`src/rtl/i2s_pkg.sv`:
```
// Shared I2S definitions: event-transfer FSM states and parameter limits.
package i2s_pkg;

    // Event-transfer handshake states
    typedef enum logic [1:0] {
        IDLE  = 2'd0,
        REQ   = 2'd1,
        DRAIN = 2'd2
    } xfer_state_e;

    // Legal parameter ranges for the event-transfer arbiter
    localparam int unsigned NUM_EVT_MIN     = 2;
    localparam int unsigned NUM_EVT_MAX     = 16;
    localparam int unsigned SYNC_STAGES_MIN = 2;

    // Minimum ID width able to encode n requesters
    function automatic int unsigned id_w_min(input int unsigned n);
        return (n > 1) ? $clog2(n) : 1;
    endfunction

endpackage

```
`src/rtl/i2s_rr_pick.sv`:
```
// Combinational round-robin picker.
// Ports: req    - request vector, one bit per requester
//        ptr    - highest-priority index; search wraps from NUM_EVT-1 to 0
//        gnt_vld- at least one request present
//        gnt_idx- index of the first request at or after ptr
module i2s_rr_pick
    import i2s_pkg::*;
#(
    parameter int unsigned NUM_EVT = 4,
    parameter int unsigned ID_W    = 2
) (
    input  logic [NUM_EVT-1:0] req,
    input  logic [ID_W-1:0]    ptr,
    output logic               gnt_vld,
    output logic [ID_W-1:0]    gnt_idx
);

    int unsigned j;

    // Scan NUM_EVT positions starting at ptr; first hit wins
    always_comb begin
        gnt_vld = 1'b0;
        gnt_idx = '0;
        j       = 0;
        for (int unsigned k = 0; k < NUM_EVT; k++) begin
            j = 32'(ptr) + k;
            if (j >= NUM_EVT) begin
                j = j - NUM_EVT;
            end
            if (!gnt_vld && 1'(req >> j)) begin
                gnt_vld = 1'b1;
                gnt_idx = ID_W'(j);
            end
        end
    end

endmodule

```
`src/rtl/i2s_evt_xfer_arb.sv`:
```
// Event-transfer arbiter: latches clk1 event pulses as pending and grants them
// round-robin onto one 4-phase req/ack channel carrying the event ID to clk2.
// Ports: clk1, rst1_n   - clock, async active-low reset
//        enable         - allows new grants (in-flight handshake always completes)
//        evt_pulse      - one-cycle event pulses
//        xfer_req/id    - handshake request and granted ID (registered)
//        xfer_ack       - asynchronous acknowledge from clk2
//        pend, ovf      - pending latches, sticky overflow flags
//        ovf_clr        - write-1-to-clear for ovf
//        busy           - handshake in progress (state not IDLE)
module i2s_evt_xfer_arb
    import i2s_pkg::*;
#(
    parameter int unsigned NUM_EVT     = 4,
    parameter int unsigned ID_W        = 2,
    parameter int unsigned SYNC_STAGES = 2
) (
    input  logic               clk1,
    input  logic               rst1_n,
    input  logic               enable,
    input  logic [NUM_EVT-1:0] evt_pulse,
    output logic               xfer_req,
    output logic [ID_W-1:0]    xfer_id,
    input  logic               xfer_ack,
    output logic [NUM_EVT-1:0] pend,
    output logic [NUM_EVT-1:0] ovf,
    input  logic [NUM_EVT-1:0] ovf_clr,
    output logic               busy
);

    // Elaboration-time parameter legality
    if ((NUM_EVT < NUM_EVT_MIN) || (NUM_EVT > NUM_EVT_MAX) ||
        (ID_W < id_w_min(NUM_EVT)) || (SYNC_STAGES < SYNC_STAGES_MIN)) begin : g_param_err
        $error("i2s_evt_xfer_arb: illegal NUM_EVT/ID_W/SYNC_STAGES");
    end

    xfer_state_e            state_q;
    xfer_state_e            state_d;
    logic [SYNC_STAGES-1:0] ack_sync;
    logic                   ack_s;
    logic [ID_W-1:0]        rr_ptr;
    logic [ID_W-1:0]        rr_ptr_nxt;
    logic                   gnt_vld;
    logic [ID_W-1:0]        gnt_idx;
    logic                   grant_c;
    logic [NUM_EVT-1:0]     gnt_mask_c;
    logic [NUM_EVT-1:0]     ovf_set_c;

    i2s_rr_pick #(
        .NUM_EVT (NUM_EVT),
        .ID_W    (ID_W)
    ) u_pick (
        .req     (pend),
        .ptr     (rr_ptr),
        .gnt_vld (gnt_vld),
        .gnt_idx (gnt_idx)
    );

    // Acknowledge synchronizer
    always_ff @(posedge clk1 or negedge rst1_n) begin
        if (!rst1_n) begin
            ack_sync <= '0;
        end else begin
            ack_sync <= {ack_sync[SYNC_STAGES-2:0], xfer_ack};
        end
    end

    assign ack_s = ack_sync[SYNC_STAGES-1];

    // State register
    always_ff @(posedge clk1 or negedge rst1_n) begin
        if (!rst1_n) begin
            state_q <= IDLE;
        end else begin
            state_q <= state_d;
        end
    end

    // Next state; a high ack_s in IDLE is stale and blocks new grants
    always_comb begin
        state_d = state_q;
        unique case (state_q)
            IDLE:    if (enable && gnt_vld && !ack_s) state_d = REQ;
            REQ:     if (ack_s)                       state_d = DRAIN;
            DRAIN:   if (!ack_s)                      state_d = IDLE;
            default:                                  state_d = IDLE;
        endcase
    end

    // Grant strobe, pending clear mask and overflow detection
    always_comb begin
        grant_c    = (state_q == IDLE) && (state_d == REQ);
        gnt_mask_c = grant_c ? (NUM_EVT'(1) << gnt_idx) : '0;
        ovf_set_c  = evt_pulse & pend & ~gnt_mask_c;
        rr_ptr_nxt = (gnt_idx == ID_W'(NUM_EVT - 1)) ? '0 : gnt_idx + ID_W'(1);
    end

    // Registered outputs, pending/overflow latches and round-robin pointer.
    // A pulse coinciding with its own grant re-arms pend as a fresh event.
    always_ff @(posedge clk1 or negedge rst1_n) begin
        if (!rst1_n) begin
            xfer_req <= 1'b0;
            xfer_id  <= '0;
            pend     <= '0;
            ovf      <= '0;
            busy     <= 1'b0;
            rr_ptr   <= '0;
        end else begin
            xfer_req <= (state_d == REQ);
            busy     <= (state_d != IDLE);
            pend     <= (pend & ~gnt_mask_c) | evt_pulse;
            ovf      <= (ovf & ~ovf_clr) | ovf_set_c;
            if (grant_c) begin
                xfer_id <= gnt_idx;
                rr_ptr  <= rr_ptr_nxt;
            end
        end
    end

endmodule

```
`config.mk`:
```
export PLATFORM = sky130hd
export DESIGN_NAME = i2s_evt_xfer_arb
export DESIGN_NICKNAME = d
export VERILOG_FILES = /design/src/rtl/i2s_pkg.sv /design/src/rtl/i2s_rr_pick.sv /design/src/rtl/i2s_evt_xfer_arb.sv
export SDC_FILE = /design/constraint.sdc
export NUM_CORES = 1
export LEC_CHECK = 0
export ABC_AREA = 1
export BUFFER_PORTS_ARGS = -buffer_cell sky130_fd_sc_hd__buf_2
export CAP_MARGIN = 20
export CORE_MARGIN = 2
export CORE_UTILIZATION = 53
export CTS_CLUSTER_SIZE = 40
export DETAILED_ROUTE_END_ITERATION = 10
export MAX_ROUTING_LAYER = met4
export PLACE_DENSITY = 0.78
export RECOVER_POWER = 50
export REMOVE_ABC_BUFFERS = 1
export SLEW_MARGIN = 20
export SYNTH_ARGS = -nofsm -noshare
export SYNTH_HDL_FRONTEND = slang
export SYNTH_SLANG_ARGS = --single-unit
```
`constraint.sdc`:
```
create_clock -name clk1 -period 2.6 [get_ports clk1]
set_input_delay 0.26 -clock clk1 [delete_from_list [all_inputs] [get_ports clk1]]
set_output_delay 0.26 -clock clk1 [all_outputs]
set_load 0.1 [all_outputs]
```
==> flow_summary.toml, run 1 <==
[run_status]
outcome = "complete, no violations"

[sta]
clock_skew_ns = 0.001245
hold_viol = 0
min_period_ns = 2.369
fin_setup_tns_ns = 0
fin_crit_sh = 0.9110
tightest_slew_ns = 1.161
slew_viol_final = 0
clock.fmax_mhz = 422.2
setup_viol = 0
rsz0062_at_grt = "false"
relSlewSlack = 0.2293

[global_route]
grt_usage = 0.1885
grt_pass1_wl_mm = 3.470
grt-ovfl-total = 0
grt_max_degree = 19
grt_pass1_vias = 835
antenna_found_initial = 0

[synth]
synth_edf_count = 0
ys_seq_area_frac = 0.4105
ys_types = 15
yosys-top-cells-count = "nand2_1, inv_1, dfrtp_1"
syn_area_per_cell_um2 = 7.673
synth.top_cell.area_share = 0.4105
ys_seq_elements = 18
synthCells = 143
yosysWarnings = 0
syn_area_um2 = 1097
yosys_most_used_dff = "dfrtp_1"
synth_area_leaders = "dfrtp_1, nand2_1, inv_1"
synth_top_area_cell = "dfrtp_1"
synth.most_common_cell = "nand2_1"
synth-async-reset-ratio = 1.000

[run]
max-cap-violations = 0

[detailed_routing]
final_antenna_net_count = 0
routedWlPerCell_um = 10.50
drt_iter0_markers = 17
drc = 0
drt_wl_total_mm = 2.048
vias = 920
avgViaCountPerCell = 4.718
first_pass_iters = 4

[finish]
finalNonFillerCells = 195
multi_input_area_um2 = 528.0
drive_gt1_frac = 0.2262
area_growth_pct = 14.14
diodes = 0
utilization = 0.6384
seqCellArea_um2 = 450.4
nFillCells = 176
final_nets = 189

[cts]
clk_latency_ns = 0.29
numClockSinks = 18
cts_tree = "built"
cts_buffers = 3
root_buffer = "clkbuf_4"
cts_buffer_depth = 2
clk_pin_slew_worst_paths_ns = 0.09
post_cts_buffers = 0
htreeDepth = 1

[worst_setup_path]
cp_cell_sequence = "inv_4 -> ha_1 -> inv_1 -> nand3_1 -> nand3_1 -> nand3b_1 -> or2_1 -> nand2_1 -> inv_1 -> ha_1 -> o21ai_2"
cp-start-kind = "flop"
cp_slowest_cell = "dfrtp_1"
cp_data_arrival_time_ns = 2.59
end_kind = "flop"
cp_slowest_stage_delay_ns = 0.54
cp_data_required_time_ns = 2.82
path_class = "flop to flop"
path_max_fanout = 9

[die]
die_area_um2 = 2450
core_area_um2 = 1962
die_x_um = 49.50
die_y_um = 49.50
initial_core_util = 0.5593
rows = 16
io_pins = 24

[worst_hold_path]
worstHoldPathType = "input pin to flop"

[place]
dpl.cell_count = 191
portBuffers = 23
place_congestion = 0.8103
dpl.hpwl_mm = 1.622
sequential cells by signal, indices dropped and copies added (netlist names):
name,count
rr_ptr,2
pend,4
xfer_req,1
ovf,4
state_q,2
xfer_id,2
busy,1
ack_sync,2
final timing paths:
check | cells past startpoint | to | start | slack (ns)
min in group asynchronous | 2 | ack_sync[1]$_DFF_PN0_ | rst1_n | 0.62
max in group asynchronous | 2 | ovf[2]$_DFF_PN0_ | rst1_n | 1.42
worst max-delay path | 11 | rr_ptr[1]$_DFFE_PN0P_ | rr_ptr[0]$_DFFE_PN0P_ | 0.23
worst max register to register | 11 | rr_ptr[1]$_DFFE_PN0P_ | rr_ptr[0]$_DFFE_PN0P_ | 0.23
worst min-delay path | 1 | ack_sync[0]$_DFF_PN0_ | xfer_ack | 0.07
worst min register to register | 0 | ack_sync[1]$_DFF_PN0_ | ack_sync[0]$_DFF_PN0_ | 0.36
metal layers:
metal,track usage,wire (um)
met4,0.06944,36
met2,0.3221,991
met5,-,0
met3,0.02727,64
met1,0.2273,956
stage by stage:
step | area (um2) | setup slack [ns] | hold slack (ns)
floorplan | 1075 | 0.2223 | -0.03559
global placement | 1224 | 0.3587 | 0.2050
detailed placement | 1224 | 0.2644 | 0.2071
CTS | 1256 | 0.2393 | 0.06459
global route | 1252 | 0.007899 | 0.05500
finish | 1252 | 0.2314 | 0.07042
worst max-delay path, delay by kind of cell, from the launching register on:
kind / cells / cell delay [ns]
simple gates: 5 / 0.73
fa+ha+maj: 2 / 0.64
flops: 1 / 0.54
buf+inv: 3 / 0.26
compound gates: 1 / 0.13
cell usage in the layout (no fill, tap or decap), drive strengths merged:
| cell | instances |
|---|---|
| buf | 20 |
| nand2 | 60 |
| clkbuf | 6 |
| dlygate4sd3 | 1 |
| nand3b | 3 |
| inv | 25 |
| or2 | 1 |
| dfrtp | 18 |
| nand3 | 18 |
| o21ai | 3 |
| nor2 | 6 |
| ha | 7 |
cells by family after synthesis:
| group | share of synthesized area |
|---|---|
| buffers and inverters | 0.1083 |
| AOI/OAI and AO/OA | 0.02395 |
| adders and majority gates | 0.07981 |
| and+or+nand+nor | 0.3774 |
| DFF | 0.4105 |
repair_timing:
| action | CTS | global route |
|---|---|---|
| gates resized for setup | 0 | 0 |
| endpoints found under the hold margin | 18 | 0 |
| hold buffers | 1 | 0 |
final cells by class:
class | count | share of cell area
tap | 27 | 0.02697
multi-input combinational | 98 | 0.4216
timing repair buffer | 24 | 0.09690
clock buffer | 3 | 0.01798
inverter | 25 | 0.07692
sequential | 18 | 0.3596
Power of run 1 is not shown: default switching activity piles up to over one toggle a cycle in this logic, so the estimate is an artifact.
==> run 2: changes to the inputs <==
Settings changed: ABC_AREA 1 to unset, CORE_UTILIZATION 53 to 52, PLACE_DENSITY 0.78 to 0.77.
==> flow_summary.toml, run 2 <==
[run_status]
outcome = "complete, no violations"

[worst_hold_path]
whs_path_depth = 1
hold_end = "ack_sync[0]$_DFF_PN0_"
min_from = "xfer_ack"
worstHoldPathType = "input pin to flop"

[place]
dpl.hpwl_mm = 1.623
pre_cts_ws_ns = 0.04878
place_congestion = 0.8975
dpl.cell_count = 147
portBuffers = 23

[die]
core_area_um2 = 1962
die_y_um = 49.49
rows = 16
die_area_um2 = 2449
initial_core_util = 0.5485
io_pins = 24
die_x_um = 49.49

[detailed_routing]
drt_iter0_markers = 16
drt_wl_total_mm = 2.170
routedWlPerCell_um = 14.28
first_pass_iters = 4
final_antenna_net_count = 0
avgViaCountPerCell = 5.658
vias = 860
drc = 0

[global_route]
grt-ovfl-total = 0
grt_pass1_vias = 810
antenna_found_initial = 0
grt_pass1_wl_mm = 3.663
grt_usage = 0.2007
grt_max_degree = 19

[cts]
root_buffer = "clkbuf_4"
numClockSinks = 18
clk_pin_slew_worst_paths_ns = 0.10
htreeDepth = 1
cts_buffer_depth = 2
post_cts_buffers = 0
cts_buffers = 3
cts_tree = "built"
clk_latency_ns = 0.30

[synth]
synth_top_area_cell = "dfrtp_1"
ys_seq_elements = 18
synth.most_common_cell = "dfrtp_1"
ys_seq_area_frac = 0.4186
yosys-top-cells-count = "dfrtp_1, inv_1, a21o_1, ha_1, nand2_1"
synthCells = 98
synth-async-reset-ratio = 1.000
synth_edf_count = 0
yosysWarnings = 0
ys_types = 39
syn_area_um2 = 1076
yosys_most_used_dff = "dfrtp_1"
syn_area_per_cell_um2 = 10.98
synth_area_leaders = "dfrtp_1, ha_1, a21o_1"
synth.top_cell.area_share = 0.4186

[worst_setup_path]
end_kind = "flop"
cp-start-kind = "flop"
ff2ff_path_depth = 10
cp_data_required_time_ns = 2.80
r2r-end = "ovf[2]$_DFF_PN0_"
cpMostUsedCell = "inv_1"
cp_slowest_stage_delay_ns = 0.36
path_max_fanout = 6
path_class = "flop to flop"
cp_data_arrival_time_ns = 2.69
r2r-start = "rr_ptr[0]$_DFFE_PN0P_"
rrSetupSlack_ns = 0.11
cp_cell_sequence = "inv_1 -> ha_4 -> mux2_1 -> a22o_1 -> a21o_1 -> a32o_2 -> inv_1 -> ha_1 -> nand2_1 -> a32o_1"
cp_slowest_cell = "dfrtp_1"

[finish]
top_regs = "ovf x4, pend x4"
area_growth_pct = 19.42
finalNonFillerCells = 152
final_nets = 145
final_cell_mix = "buf_2, dfrtp_1, inv_1"
diodes = 0
final_common_cell = "buf_2"
nFillCells = 176
drive_gt1_frac = 0.3040

[sta]
setup_ws_ns = 0.1129
relSlewSlack = 0.2262
slew_viol_final = 0
fin_crit_sh = 0.9566
rsz0062_at_grt = "false"
clock.fmax_mhz = 402.1
hold_ws_ns = 0.05757
min_period_ns = 2.487
setup_viol = 0
hold_viol = 0
clock_skew_ns = 0.005518
tightest_slew_ns = 1.166

[power_and_ir_drop]
leakage_uw = 0.0005715
cellPowerDensity_nw_per_um2 = 1281
ir_drop_uv = 921.2

[run]
max-cap-violations = 0
[run 2: report_power, final]
group          internal [uW]  switching, uW  total (uW)
Combinational            362            712        1070
Sequential               343           55.4         399
Clock                   85.5           87.4         173
Total                    791            855        1650
[run 2: layout make-up]
class | instances | area [um2] | share of cell area
multi-input cells | 65 | 571.8 | 0.4450
flip-flops and latches | 18 | 450.4 | 0.3505
repair buffers | 29 | 158.9 | 0.1237
clock buffers | 4 | 36.28 | 0.02824
inverters | 9 | 33.78 | 0.02629
well taps | 27 | 33.78 | 0.02629
[run 2: per-stage QoR]
| stage | setup TNS [ns] | cell area, um2 | util | power, uW |
|---|---|---|---|---|
| detailed placement | 0 | 1225 | 0.6244 | 1431 |
| finish | 0 | 1285 | 0.6550 | 1646 |
| CTS | 0 | 1271 | 0.6480 | 1611 |
| global placement | 0 | 1225 | 0.6244 | 1406 |
| floorplan | -0.3980 | 1039 | - | 1191 |
| global route | 0 | 1285 | 0.6550 | 1755 |
[run 2: how the worst max path moves through the flow]
stage | endpoint | slack, ns | startpoint
CTS | ovf[3]$_DFF_PN0_ | 0.02 | rr_ptr[0]$_DFFE_PN0P_
global placement | ovf[3]$_DFF_PN0_ | 0.1 | rr_ptr[0]$_DFFE_PN0P_
floorplan | ovf[2]$_DFF_PN0_ | -0.12 | rr_ptr[0]$_DFFE_PN0P_
detailed placement | ovf[2]$_DFF_PN0_ | 0.05 | rr_ptr[0]$_DFFE_PN0P_
finish | ovf[2]$_DFF_PN0_ | 0.11 | rr_ptr[0]$_DFFE_PN0P_
global route | ovf[0]$_DFF_PN0_ | 0.004 | rr_ptr[1]$_DFFE_PN0P_
[run 2: kinds of logic after synthesis]
logic type | count (synthesis) | share of synthesized area
AO/OA/AOI/OAI | 34 | 0.2488
XOR/XNOR | 1 | 0.008141
adder cells (fa/ha/maj) | 7 | 0.08139
buffers and inverters | 15 | 0.06627
flip-flops | 18 | 0.4186
multiplexers | 8 | 0.1081
AND/OR/NAND/NOR | 15 | 0.06861
[run 2: timing repair]
action / 4_1_cts / 5_1_grt
endpoints found under the hold margin: 18 / 0
endpoints found under the setup margin: 0 / 8
resized for setup: 0 / 3
hold buffers: 1 / 0
[run 2: critical path, delay by kind of cell (launching register included)]
kind | cells | cell delay [ns]
AO/OA/AOI/OAI | 4 | 0.97
adder cells (fa/ha/maj) | 2 | 0.47
buffers and inverters | 2 | 0.19
flip-flops | 1 | 0.36
multiplexers | 1 | 0.34
AND/OR/NAND/NOR | 1 | 0.07
[run 2: metal layers]
layer  vias to the layer above  global-route usage  wire length [um]
met5                         -                   -                 0
li1                        418                   -                 -
met4                         0             0.08333                35
met2                        30              0.3198              1015
met1                       407              0.2653              1023
met3                         5             0.01818                96
Power figures use the tool's default switching activity.
